--- src/rtl/limber_gnrl_ramreq_if.sv ---
// rtl/limber_gnrl_ramreq_if.sv - command, response and RAM-port bundle for limber_gnrl_ramreq
interface limber_gnrl_ramreq_if #(
  parameter int DW = 32,
  parameter int AW = 8
);
  logic          cmd_valid;
  logic          cmd_ready;
  logic          cmd_read;
  logic [AW-1:0] cmd_addr;
  logic [DW-1:0] cmd_wdata;
  logic          rsp_valid;
  logic          rsp_ready;
  logic [DW-1:0] rsp_rdata;
  logic          ram_cs;
  logic          ram_we;
  logic [AW-1:0] ram_addr;
  logic [DW-1:0] ram_din;
  logic [DW-1:0] ram_dout;

  modport slave (
    input  cmd_valid, cmd_read, cmd_addr, cmd_wdata, rsp_ready, ram_dout,
    output cmd_ready, rsp_valid, rsp_rdata, ram_cs, ram_we, ram_addr, ram_din
  );

  modport master (
    output cmd_valid, cmd_read, cmd_addr, cmd_wdata, rsp_ready, ram_dout,
    input  cmd_ready, rsp_valid, rsp_rdata, ram_cs, ram_we, ram_addr, ram_din
  );
endinterface

--- src/rtl/limber_gnrl_ramreq.sv ---
// rtl/limber_gnrl_ramreq.sv - valid/ready front end for a fixed-latency single-port RAM
// Responses come back in order through a CAP-deep FIFO; credit counting makes overflow impossible.
module limber_gnrl_ramreq #(
  parameter int DW  = 32,
  parameter int AW  = 8,
  parameter int DLY = 1
) (
  input  logic                  clk,
  input  logic                  rst_n,
  limber_gnrl_ramreq_if.slave   bus
);
  localparam int CAP = DLY + 2;
  localparam int CW  = $clog2(CAP + 1);
  localparam int PW  = (CAP > 1) ? $clog2(CAP) : 1;

  logic           w_cmd_hs;
  logic           w_rsp_hs;
  logic           w_push;
  logic [DW-1:0]  w_push_data;
  logic [DLY-1:0] r_pv;
  logic [DLY-1:0] r_pr;
  logic [CW-1:0]  r_outstd;
  logic [CW-1:0]  r_fcnt;
  logic [PW-1:0]  r_wptr;
  logic [PW-1:0]  r_rptr;
  logic [DW-1:0]  r_mem [CAP];

  assign w_cmd_hs      = bus.cmd_valid & bus.cmd_ready;
  assign bus.cmd_ready = (r_outstd < CW'(CAP));
  assign bus.ram_cs    = w_cmd_hs;
  assign bus.ram_we    = w_cmd_hs & ~bus.cmd_read;
  assign bus.ram_addr  = bus.cmd_addr;
  assign bus.ram_din   = bus.cmd_wdata;

  assign w_push      = r_pv[DLY-1];
  assign w_push_data = r_pr[DLY-1] ? bus.ram_dout : '0;

  assign bus.rsp_valid = (r_fcnt != '0);
  assign bus.rsp_rdata = bus.rsp_valid ? r_mem[r_rptr] : '0;
  assign w_rsp_hs      = bus.rsp_valid & bus.rsp_ready;

  always_ff @(posedge clk or negedge rst_n) begin
    if (!rst_n) begin
      r_pv <= '0;
      r_pr <= '0;
    end else begin
      r_pv[0] <= w_cmd_hs;
      r_pr[0] <= bus.cmd_read;
      for (int k = 1; k < DLY; k++) begin
        r_pv[k] <= r_pv[k-1];
        r_pr[k] <= r_pr[k-1];
      end
    end
  end

  // Credits cover both the pipeline and the FIFO, so a push always has room.
  always_ff @(posedge clk or negedge rst_n) begin
    if (!rst_n) begin
      r_outstd <= '0;
    end else begin
      case ({w_cmd_hs, w_rsp_hs})
        2'b10:   r_outstd <= r_outstd + CW'(1);
        2'b01:   r_outstd <= r_outstd - CW'(1);
        default: r_outstd <= r_outstd;
      endcase
    end
  end

  always_ff @(posedge clk or negedge rst_n) begin
    if (!rst_n) begin
      r_fcnt <= '0;
      r_wptr <= '0;
      r_rptr <= '0;
    end else begin
      case ({w_push, w_rsp_hs})
        2'b10:   r_fcnt <= r_fcnt + CW'(1);
        2'b01:   r_fcnt <= r_fcnt - CW'(1);
        default: r_fcnt <= r_fcnt;
      endcase
      if (w_push) begin
        r_wptr <= (r_wptr == PW'(CAP - 1)) ? '0 : r_wptr + PW'(1);
      end
      if (w_rsp_hs) begin
        r_rptr <= (r_rptr == PW'(CAP - 1)) ? '0 : r_rptr + PW'(1);
      end
    end
  end

  always_ff @(posedge clk) begin
    if (w_push) begin
      r_mem[r_wptr] <= w_push_data;
    end
  end
endmodule
--- src/flat_wrapper.sv ---
// flat-port wrapper written by rule: the top's interface ports become plain ports
module limber_gnrl_ramreq_flat 
#(
  parameter int DW  = 32,
  parameter int AW  = 8,
  parameter int DLY = 1
)
  (clk, rst_n, bus_cmd_valid, bus_cmd_read, bus_cmd_addr, bus_cmd_wdata, bus_rsp_ready, bus_ram_dout, bus_cmd_ready, bus_rsp_valid, bus_rsp_rdata, bus_ram_cs, bus_ram_we, bus_ram_addr, bus_ram_din);
  limber_gnrl_ramreq_if #(.DW(DW), .AW(AW)) bus_i ();
  input  logic clk;
  input  logic rst_n;
  input wire logic [$bits(bus_i.cmd_valid)-1:0] bus_cmd_valid;
  input wire logic [$bits(bus_i.cmd_read)-1:0] bus_cmd_read;
  input wire logic [$bits(bus_i.cmd_addr)-1:0] bus_cmd_addr;
  input wire logic [$bits(bus_i.cmd_wdata)-1:0] bus_cmd_wdata;
  input wire logic [$bits(bus_i.rsp_ready)-1:0] bus_rsp_ready;
  input wire logic [$bits(bus_i.ram_dout)-1:0] bus_ram_dout;
  output wire logic [$bits(bus_i.cmd_ready)-1:0] bus_cmd_ready;
  output wire logic [$bits(bus_i.rsp_valid)-1:0] bus_rsp_valid;
  output wire logic [$bits(bus_i.rsp_rdata)-1:0] bus_rsp_rdata;
  output wire logic [$bits(bus_i.ram_cs)-1:0] bus_ram_cs;
  output wire logic [$bits(bus_i.ram_we)-1:0] bus_ram_we;
  output wire logic [$bits(bus_i.ram_addr)-1:0] bus_ram_addr;
  output wire logic [$bits(bus_i.ram_din)-1:0] bus_ram_din;
  assign bus_i.cmd_valid = bus_cmd_valid;
  assign bus_i.cmd_read = bus_cmd_read;
  assign bus_i.cmd_addr = bus_cmd_addr;
  assign bus_i.cmd_wdata = bus_cmd_wdata;
  assign bus_i.rsp_ready = bus_rsp_ready;
  assign bus_i.ram_dout = bus_ram_dout;
  assign bus_cmd_ready = bus_i.cmd_ready;
  assign bus_rsp_valid = bus_i.rsp_valid;
  assign bus_rsp_rdata = bus_i.rsp_rdata;
  assign bus_ram_cs = bus_i.ram_cs;
  assign bus_ram_we = bus_i.ram_we;
  assign bus_ram_addr = bus_i.ram_addr;
  assign bus_ram_din = bus_i.ram_din;
  limber_gnrl_ramreq #(.DW(DW), .AW(AW), .DLY(DLY)) u_core (.clk(clk), .rst_n(rst_n), .bus(bus_i));
endmodule
--- config.mk ---
export PLATFORM = sky130hd
export DESIGN_NAME = limber_gnrl_ramreq_flat
export DESIGN_NICKNAME = d
export VERILOG_FILES = /design/src/rtl/limber_gnrl_ramreq_if.sv /design/src/rtl/limber_gnrl_ramreq.sv /design/src/flat_wrapper.sv
export SDC_FILE = /design/constraint.sdc
export NUM_CORES = 1
export LEC_CHECK = 0
export ABC_AREA = 1
export CELL_PAD_IN_SITES_DETAIL_PLACEMENT = 1
export CELL_PAD_IN_SITES_GLOBAL_PLACEMENT = 2
export CORE_ASPECT_RATIO = 0.6
export CORE_MARGIN = 10
export CORE_UTILIZATION = 29
export CTS_CLUSTER_SIZE = 20
export DETAILED_ROUTE_END_ITERATION = 8
export PLACE_DENSITY = 0.83
export SLEW_MARGIN = 20
export SYNTH_ARGS = -nofsm -noshare
export SYNTH_HDL_FRONTEND = slang
export SYNTH_SLANG_ARGS = --single-unit
--- constraint.sdc ---
create_clock -name clk -period 3.5 [get_ports clk]
set_input_delay 0.7 -clock clk [delete_from_list [all_inputs] [get_ports clk]]
set_output_delay 0.7 -clock clk [all_outputs]
set_load 0.01 [all_outputs]
==> flow_summary.ini <==
[critical_path]
path_class = flop to output pin
cp.arrival_ns = 2.41
crit_fanout = 33
startpoint_type = flop
cp-end-kind = output pin
r2r_cells = 9
crit_required_ns = 2.80
rrSetupSlack_ns = 1.52
r2r_end = u_core.r_fcnt[1]
r2r_start = u_core.r_fcnt[0]

[die]
ios = 153
die_y_um = 121
fp-row-count = 36
dieArea_um2 = 22700
core_area_um2 = 16400
die-width_um = 188
start_util = 0.299

[finish]
layout_common_cells = nand2_1 (135), edfxtp_1 (96), inv_1 (77)
antenna_cells = 0
drive_above_1_share = 0.0868
nFillCells = 1833
layout_commonest_cell = nand2_1
multi_input_area_um2 = 1060
nNetsFinal = 581
seq_area_um2 = 3140
synthToLayoutAreaGrowth_pct = 18.8

[placed_design]
hpwlAfterDp_mm = 8.32
gp_congestion = 0.713
placement.io_buffers = 72

[route]
wl_mm = 12.0
drt_first_pass_iters = 4
drt-wirelength-per-cell_um = 16.4
via_count = 3137
drc = 0
drt_iter0_markers = 190
vias_per_cell = 4.27
postRouteAntennaNets = 0

[power_and_ir_drop]
finalPower_uw = 4800
ir_drop_mv = 0.330
power_density_nw_per_um2 = 821
leakage_uw = 0.00258

[sta]
fin_hold_ws_ns = 0.500
setup_violations = 0
max_freq_mhz = 322
fin_skew_ns = 0.00765
final_hold_viol_count = 0
max_slew.worst_pin.slew_ns = 0.626
min_period_ns = 3.11
relSlewSlack = 0.582
maxSlewViolCount = 0
post-route-period-util = 0.888
rsz0062_at_grt = false
setup-tns-final_ns = 0

[clock_tree]
cts_tree = built
cts_setup_buffers = 0
h-tree-depth = 3
cts_buffers = 9
hold_buffers = 0
clkSinkCount = 106
cts_root_buffer = clkbuf_16
clk_latency_ns = 0.34
clk_pin_slew_ns = 0.07
cts_buffer_depth = 2
cts_resized = 0

[synth]
synthesis.area_um2 = 4920
synthCells = 471
synthDistinctLibCells = 20
synth.area.top_cells = edfxtp_1 (59%), nand2_1 (10%), buf_4 (6.9%), inv_1 (6.0%), nand3_1 (6.0%)
synth_top_area_cell = edfxtp_1
syn_avg_cell_area_um2 = 10.4
yosys_warnings = 0
seq_area_frac_synth = 0.637
ys_ff_latch = 106
synth_top_area_share = 0.586
syn_nets = 550

[min_path]
hold_start = u_core.r_fcnt[1]
hold_class = flop to flop
min_path_cells = 2
hold_path_end = u_core.r_fcnt[1]

[global_routing]
grtUsageTotal = 0.105
grt_pass1_vias = 3523
grt_max_degree = 34
grt_pass1_wl_mm = 18.7
grt_overflow = 0
antenna_found_initial = 0

[run_status]
status = finished, final reports clean

[flow_run]
maxCapViolations = 0
-- layer usage --
| metal | routed length [um] | track usage |
|---|---|---|
| met1 | 5630 | 0.129 |
| met5 | 0 | 0 |
| met3 | 721 | 0.0393 |
| met2 | 5540 | 0.169 |
| met4 | 137 | 0.0259 |
-- how the worst max path moves through the flow --
stage	start	to	slack, ns	cells after the start
2_1_floorplan	u_core.r_pv	u_core.r_mem[2][0]	0.37	2
6_report	u_core.r_rptr[1]	bus_rsp_rdata[27]	0.39	6
3_3_place_gp	u_core.r_rptr[1]	bus_rsp_rdata[22]	0.78	6
5_1_grt	u_core.r_rptr[1]	bus_rsp_rdata[27]	0.19	6
4_1_cts	u_core.r_rptr[1]	bus_rsp_rdata[16]	0.35	6
3_5_place_dp	u_core.r_rptr[1]	bus_rsp_rdata[16]	0.74	6
-- cell type report --
type | instances | share of cell area
inverters | 80 | 0.0513
repair buffers | 80 | 0.134
clock buffers | 11 | 0.0398
multi-input cells | 225 | 0.181
flip-flops and latches | 106 | 0.536
well taps | 228 | 0.0488
clock inverters | 5 | 0.00941
-- state kept, by name, summed over array words and instances (netlist names) --
register         cells
u_core.r_wptr        2
u_core.r_fcnt        2
u_core.r_mem        96
u_core.r_pr          1
u_core.r_pv          1
u_core.r_outstd      2
u_core.r_rptr        2
-- cells in the mapped netlist --
| master | n |
|---|---|
| nor2_1 | 1 |
| edfxtp_1 | 96 |
| nor3_1 | 1 |
| clkbuf_1 | 3 |
| dfrtp_1 | 10 |
| nand2_2 | 10 |
| nor2_8 | 1 |
| buf_4 | 45 |
| nand3_2 | 9 |
| ha_1 | 2 |
| inv_1 | 79 |
| o21ai_0 | 2 |
| buf_2 | 8 |
| o21ai_1 | 1 |
| inv_2 | 1 |
| buf_6 | 4 |
| xnor2_1 | 2 |
| nand2_1 | 135 |
| nand4_1 | 2 |
| nand3_1 | 59 |
-- per-stage QoR --
step | setup WS, ns | area (um2) | instances | util
detailed placement | 0.742 | 5560 | 719 | 0.338
CTS | 0.351 | 5850 | 735 | 0.356
global route | 0.188 | 5850 | 735 | 0.356
global placement | 0.781 | 5560 | 719 | 0.338
floorplan | 0.372 | 4920 | 471 | -
finish | 0.394 | 5850 | 735 | 0.356
-- cells by family after synthesis --
kind of cell / count (synthesis) / share of synthesized area
AND/OR/NAND/NOR: 218 / 0.202
flip-flops: 106 / 0.637
adder cells (fa/ha/maj): 2 / 0.00508
XOR/XNOR: 2 / 0.00356
buffers and inverters: 140 / 0.149
AO/OA/AOI/OAI: 3 / 0.00305
-- worst max-delay path: stages (launching register included) --
cell and delay (ns):
dfrtp_2 0.54, inv_2 0.52, nand3_1 0.15, nand3_1 0.17
nand2_1 0.09, inv_1 0.06, clkdlybuf4s50_1 0.53
-- report_power, final --
part,leakage [uW],total (uW),switching (uW),internal (uW)
Combinational,0.00143,1980,1160,821
Clock,0.000139,984,431,553
Sequential,0.00102,1840,147,1690
No activity file was read; power rests on OpenSTA's default activity.
